## config.mk

```make
export PLATFORM = sky130hd
export DESIGN_NAME = fft3_frame_ctrl
export DESIGN_NICKNAME = d
export VERILOG_FILES = /design/src/rtl/fft3_pkg.sv /design/src/rtl/fft3_frame_ctrl.sv
export SDC_FILE = /design/constraint.sdc
export NUM_CORES = 1
export LEC_CHECK = 0
export ABC_AREA = 1
export BUFFER_PORTS_ARGS = -buffer_cell sky130_fd_sc_hd__buf_2
export CAP_MARGIN = 25
export CORE_UTILIZATION = 25
export DETAILED_ROUTE_END_ITERATION = 8
export PLACE_DENSITY = 0.54
export SLEW_MARGIN = 25
export SYNTH_ARGS = -nofsm -noshare
export SYNTH_HDL_FRONTEND = slang
export SYNTH_SLANG_ARGS = --single-unit
```

## constraint.sdc

```tcl
create_clock -name clk -period 4.79 [get_ports clk]
set_input_delay 0 -clock clk [delete_from_list [all_inputs] [get_ports clk]]
set_output_delay 0 -clock clk [all_outputs]
set_load 0.02 [all_outputs]
```

## src/rtl/fft3_pkg.sv

```systemverilog
// Shared types and constants for the radix-3 FFT frame controller.
package fft3_pkg;

  localparam int MAX_STAGES_DEF = 5;

  typedef enum logic [1:0] {
    ST_IDLE  = 2'd0,
    ST_LOAD  = 2'd1,
    ST_DRAIN = 2'd2
  } fft3_state_e;

  // 3^n; evaluated at elaboration for counter sizing and per stage-count lookup.
  function automatic int unsigned pow3(input int unsigned n);
    int unsigned r;
    r = 1;
    for (int unsigned k = 0; k < n; k++) r = r * 3;
    return r;
  endfunction

endpackage

```

## src/rtl/fft3_frame_ctrl.sv

```systemverilog
// Frame controller for a 3^stages-point FFT core: accepts a stage count, forwards one frame
// in and one frame out. Optional macro FFT3_DROP_CNT_EN adds a saturating drop counter.
module fft3_frame_ctrl
  import fft3_pkg::*;
#(
  parameter int WIDTH      = 18,
  parameter int MAX_STAGES = MAX_STAGES_DEF,
  parameter int SW         = 3
) (
  input  logic             clk,
  input  logic             rst,
  input  logic             cfg_valid,
  output logic             cfg_ready,
  input  logic [SW-1:0]    cfg_stages,
  input  logic             di_en,
  input  logic [WIDTH-1:0] di_re,
  input  logic [WIDTH-1:0] di_im,
  output logic             core_en,
  output logic [WIDTH-1:0] core_re,
  output logic [WIDTH-1:0] core_im,
  output logic [SW-1:0]    core_stages,
  input  logic             cd_en,
  input  logic [WIDTH-1:0] cd_re,
  input  logic [WIDTH-1:0] cd_im,
  output logic             do_en,
  output logic [WIDTH-1:0] do_re,
  output logic [WIDTH-1:0] do_im,
  output logic             do_last,
  output logic             busy,
  output logic             err_cfg,
  output logic             drop
`ifdef FFT3_DROP_CNT_EN
  ,
  output logic [15:0]      drop_cnt
`endif
);

  localparam int unsigned N_MAX = pow3(MAX_STAGES);
  localparam int CW = $clog2(N_MAX + 1);

  fft3_state_e      state_q, state_d;
  logic [CW-1:0]    in_cnt_q, in_cnt_d;
  logic [CW-1:0]    out_cnt_q, out_cnt_d;
  logic [SW-1:0]    stages_q, stages_d;
  logic             core_en_q, core_en_d;
  logic [WIDTH-1:0] core_re_q, core_re_d, core_im_q, core_im_d;
  logic             do_en_q, do_en_d, do_last_q, do_last_d;
  logic [WIDTH-1:0] do_re_q, do_re_d, do_im_q, do_im_d;
  logic             err_q, err_d, drop_q, drop_d;
  logic [CW-1:0]    n_frame;
  logic             cfg_ok, in_fire, out_fire;

  always_comb begin
    n_frame = '0;
    for (int k = 0; k <= MAX_STAGES; k++) begin
      if (stages_q == SW'(k)) n_frame = CW'(pow3(unsigned'(k)));
    end
  end

  assign cfg_ok   = (cfg_stages != '0) && (cfg_stages <= SW'(MAX_STAGES));
  assign in_fire  = di_en && (state_q == ST_LOAD);
  assign out_fire = cd_en && (state_q != ST_IDLE);

  always_comb begin
    state_d   = state_q;
    in_cnt_d  = in_cnt_q;
    out_cnt_d = out_cnt_q;
    stages_d  = stages_q;
    core_en_d = 1'b0;
    core_re_d = core_re_q;
    core_im_d = core_im_q;
    do_en_d   = 1'b0;
    do_last_d = 1'b0;
    do_re_d   = do_re_q;
    do_im_d   = do_im_q;
    err_d     = 1'b0;
    drop_d    = di_en && !in_fire;

    if (state_q == ST_IDLE && cfg_valid) begin
      if (cfg_ok) begin
        stages_d  = cfg_stages;
        in_cnt_d  = '0;
        out_cnt_d = '0;
        state_d   = ST_LOAD;
      end else begin
        err_d = 1'b1;
      end
    end

    if (in_fire) begin
      core_en_d = 1'b1;
      core_re_d = di_re;
      core_im_d = di_im;
      in_cnt_d  = in_cnt_q + 1'b1;
      if (in_cnt_q + 1'b1 == n_frame) state_d = ST_DRAIN;
    end

    // Output completion wins: a short-latency core can finish while inputs are still counted.
    if (out_fire) begin
      do_en_d   = 1'b1;
      do_re_d   = cd_re;
      do_im_d   = cd_im;
      out_cnt_d = out_cnt_q + 1'b1;
      if (out_cnt_q + 1'b1 == n_frame) begin
        do_last_d = 1'b1;
        state_d   = ST_IDLE;
      end
    end
  end

  always_ff @(posedge clk or posedge rst) begin
    if (rst) begin
      state_q   <= ST_IDLE;
      in_cnt_q  <= '0;
      out_cnt_q <= '0;
      stages_q  <= '0;
      core_en_q <= 1'b0;
      core_re_q <= '0;
      core_im_q <= '0;
      do_en_q   <= 1'b0;
      do_last_q <= 1'b0;
      do_re_q   <= '0;
      do_im_q   <= '0;
      err_q     <= 1'b0;
      drop_q    <= 1'b0;
    end else begin
      state_q   <= state_d;
      in_cnt_q  <= in_cnt_d;
      out_cnt_q <= out_cnt_d;
      stages_q  <= stages_d;
      core_en_q <= core_en_d;
      core_re_q <= core_re_d;
      core_im_q <= core_im_d;
      do_en_q   <= do_en_d;
      do_last_q <= do_last_d;
      do_re_q   <= do_re_d;
      do_im_q   <= do_im_d;
      err_q     <= err_d;
      drop_q    <= drop_d;
    end
  end

`ifdef FFT3_DROP_CNT_EN
  logic [15:0] drop_cnt_q;

  always_ff @(posedge clk or posedge rst) begin
    if (rst) begin
      drop_cnt_q <= '0;
    end else if (drop_d && drop_cnt_q != 16'hFFFF) begin
      drop_cnt_q <= drop_cnt_q + 16'd1;
    end
  end

  assign drop_cnt = drop_cnt_q;
`endif

  assign cfg_ready   = (state_q == ST_IDLE);
  assign busy        = (state_q != ST_IDLE);
  assign core_en     = core_en_q;
  assign core_re     = core_re_q;
  assign core_im     = core_im_q;
  assign core_stages = stages_q;
  assign do_en       = do_en_q;
  assign do_re       = do_re_q;
  assign do_im       = do_im_q;
  assign do_last     = do_last_q;
  assign err_cfg     = err_q;
  assign drop        = drop_q;

endmodule

```

==> run summary <==
Post-CTS Resized - 0
Final antenna-violating net count - 0
Terminus of the critical flop-to-flop path - out_cnt_q[6]
Flip-flop and latch count after synthesis - 98
Portion of synthesized cell area occupied by the leading cell type - 58.1%
Largest net degree at the start of global routing - 52
Post-route non-filler standard cell count - 989
CTS root buf - clkbuf_16
Worst hold path type - input pin to async pin
Final weighted congestion of routability-driven global placement - 0.795
Xor and xnor fraction of the mapped netlist area - 0.415%
Count leader, synth - nand2_1
Number of core rows - 47
Number of warnings printed during yosys synthesis - 0
Maximum resistive drop on vdd - 0.000234 V
Maximum frequency from static timing analysis - 458 MHz
CTS sink count - 98
Max-cap violations - 0
Most area-consuming cells after synthesis - dfrtp_1 58%, nand2_1 26%, nand3_1 3.2%, inv_1 2.9%, o21ai_0 1.7%
R2R cell count - 6
Fraction of final layout cells sized beyond drive strength 1 - 25.4%
Critical path fanouts, max - 44
Max Slew Vio Count - 0
Post-Syn Area - 0.00422 mm²
Crit path capture type - register
Setup repair after global routing missed its margin - no
Mean cell area of the mapped netlist - 8.00 µm²
Horizontal extent of the die - 132 µm
Clock-pin transition on the worst setup and hold timing paths - 70 ps
Post-layout nets - 846
Worst Setup Start Kind - register
Power density over the cells - 441 mW/mm²
Number of search-and-repair iterations in the first detailed-routing pass - 4
Number of port buffers - 161
Minimum clock period after layout - 2180 ps
Wire length of the first global-routing pass - 19,800 µm
Diodes inserted - 0
CTS buffer count - 9
Final-report hold violation count - 0
Arrival time reported for the critical path endpoint - 2440 ps
Placed insts - 895
Number of antenna violations at the first check in global routing - 1
Post-detail-place hpwl - 7740 µm
Dominant combinational cell family by area after synthesis - simple AND/OR/NAND/NOR gates
Detail-routed net length per standard cell - 11.8 µm
Async SR Flop Fraction - 100%
Most frequent cells after synthesis - 290 x nand2_1, 98 x dfrtp_1, 33 x inv_1
Via count of the first global-routing pass - 4,098
Area growth from synthesis to layout - 50.3%
Post-synth EDFFs - 0
First-iteration detailed-routing DRC count - 140
Post-synth top flop - dfrtp_1
Clock tree from TritonCTS - built
Clock latency reported for the late side of the worst-skew pair - 340 ps
Category of the critical setup timing path - register to register
Post-Synthesis Cells - 528
Total routed wirelength - 11,700 µm
Fillcell total - 1,709
Fin Clk Skew - 8.40 ps
Maximum buffer depth of the clock tree - 2
Via-to-Cell Ratio - 4.11
Static leakage - 3.50 nW
Die outline area - 0.0174 mm²
Fraction of the yosys area taken by sequential cells - 58.1%
Core Footprint - 0.0165 mm²
Synthesized-area fraction occupied by and/or/nand/nor cells - 32.8%
Result of the run - finished, final reports clean
Starting density of the core - 25.6%
Final worst-path cycle share - 45.6%
Post-synth cell types - 23
Final setup violation count - 0
Ports placed on the boundary - 162
GRT overflow - 0
Mux share of post-synthesis cell area - 0%
H-tree Lvls - 3
Hold Worst Slack - 300 ps
Number of vias in the routed layout - 4,062
Data required time at the worst endpoint - 5050 ps
Total routing resource utilization after global routing - 14.0%
Arithmetic-cell share of the synthesized area counting full adders, half adders and majority gates - 0.592%
Transition time at the pin with the least slew margin - 718 ps
Register-to-register setup slack - 2610 ps
Relative slew slack - 52.0%
Worst reg2reg startpoint - state_q[0]
Post-layout util - 38.4%
Compound-cell area share of the yosys netlist - 3.26%
Leading area contributor after synthesis - dfrtp_1
Total negative setup slack - 0 ps
DR DRC count - 0
Height of the die - 132 µm
Mapped Nets - 610
[timing repair]
action,CTS,global route
buffers inserted,0,0
endpoints found under the hold margin,124,0
hold buffers,78,0
[how the worst max path moves through the flow]
stage	from	end	slack [ps]	cells past startpoint
global placement	state_q[0]	out_cnt_q[6]	2680	6
global route	state_q[1]	out_cnt_q[0]	2340	6
floorplan	rst	core_en	2230	1
detailed placement	state_q[0]	out_cnt_q[6]	2540	6
finish	state_q[0]	out_cnt_q[6]	2610	6
CTS	state_q[0]	out_cnt_q[6]	2540	6
[cell type report]
type | instances | area [µm²] | share of cell area, %
Timing Repair Buffer | 242 | 1610 | 25.3
Clock inverter | 4 | 51.3 | 0.808
Sequential cell | 98 | 2450 | 38.6
Clock buffer | 12 | 246 | 3.88
Multi-Input combinational cell | 376 | 1570 | 24.8
Tap cell | 220 | 275 | 4.34
Inverter | 37 | 143 | 2.25
[cell families (layout without fill, tap and decap cells)]
family          count (synthesis)  count (layout)
buf+inv                        54             295
simple gates                  346             346
xor+xnor                        2               2
flops                          98              98
fa+ha+maj                       2               2
compound gates                 26              26
[cells in the final DEF, fill, tap and decap left out, drive strengths merged, types with 2 or more instances in the layout]
cell type    count
a21oi            4
buf            164
clkbuf          12
clkinv           3
dfrtp           98
dlygate4sd3     78
ha               2
inv             36
nand2          292
nand3           31
nor2            21
o21ai           16
o22ai            6
[report_power, final]
group | switching (W) | internal, W | total, W
Sequential | 0.000133 | 0.00104 | 0.00117
Clock | 0.000308 | 0.000420 | 0.000728
Combinational | 0.000567 | 0.000331 | 0.000898
Total | 0.00101 | 0.00179 | 0.00280
[metrics by stage]
step	power [W]	area, µm²	setup WS, ps
4_1_cts	0.00284	6350	2540
5_1_grt	0.00299	6350	2340
3_3_place_gp	0.00204	5270	2680
6_report	0.00280	6350	2610
3_5_place_dp	0.00204	5270	2540
2_1_floorplan	0.00174	4220	2230
[flip-flops by register name, indices dropped and copies added (netlist names)]
signal,cells
core_im,18
do_en,1
core_re,18
in_cnt_q,8
do_re,18
core_stages,3
core_en,1
drop,1
out_cnt_q,8
do_last,1
state_q,2
do_im,18
err_cfg,1
[routing by layer]
metal  track usage [%]  up-vias  routed length, µm
met5                 0        -                 13
li1                  -     2097                  -
met3              3.31       17                568
met2              23.0       95               5500
met1              18.1     1851               5460
met4              4.33        2                169
[critical path, stage by stage, from the launching register on]
cell and delay, ps:
dfrtp_1 410, nor2_2 250, nor2_4 40, buf_4 260, inv_2 580, nand2_1 290, o21ai_0 230
No activity file was read; power rests on OpenSTA's default activity.
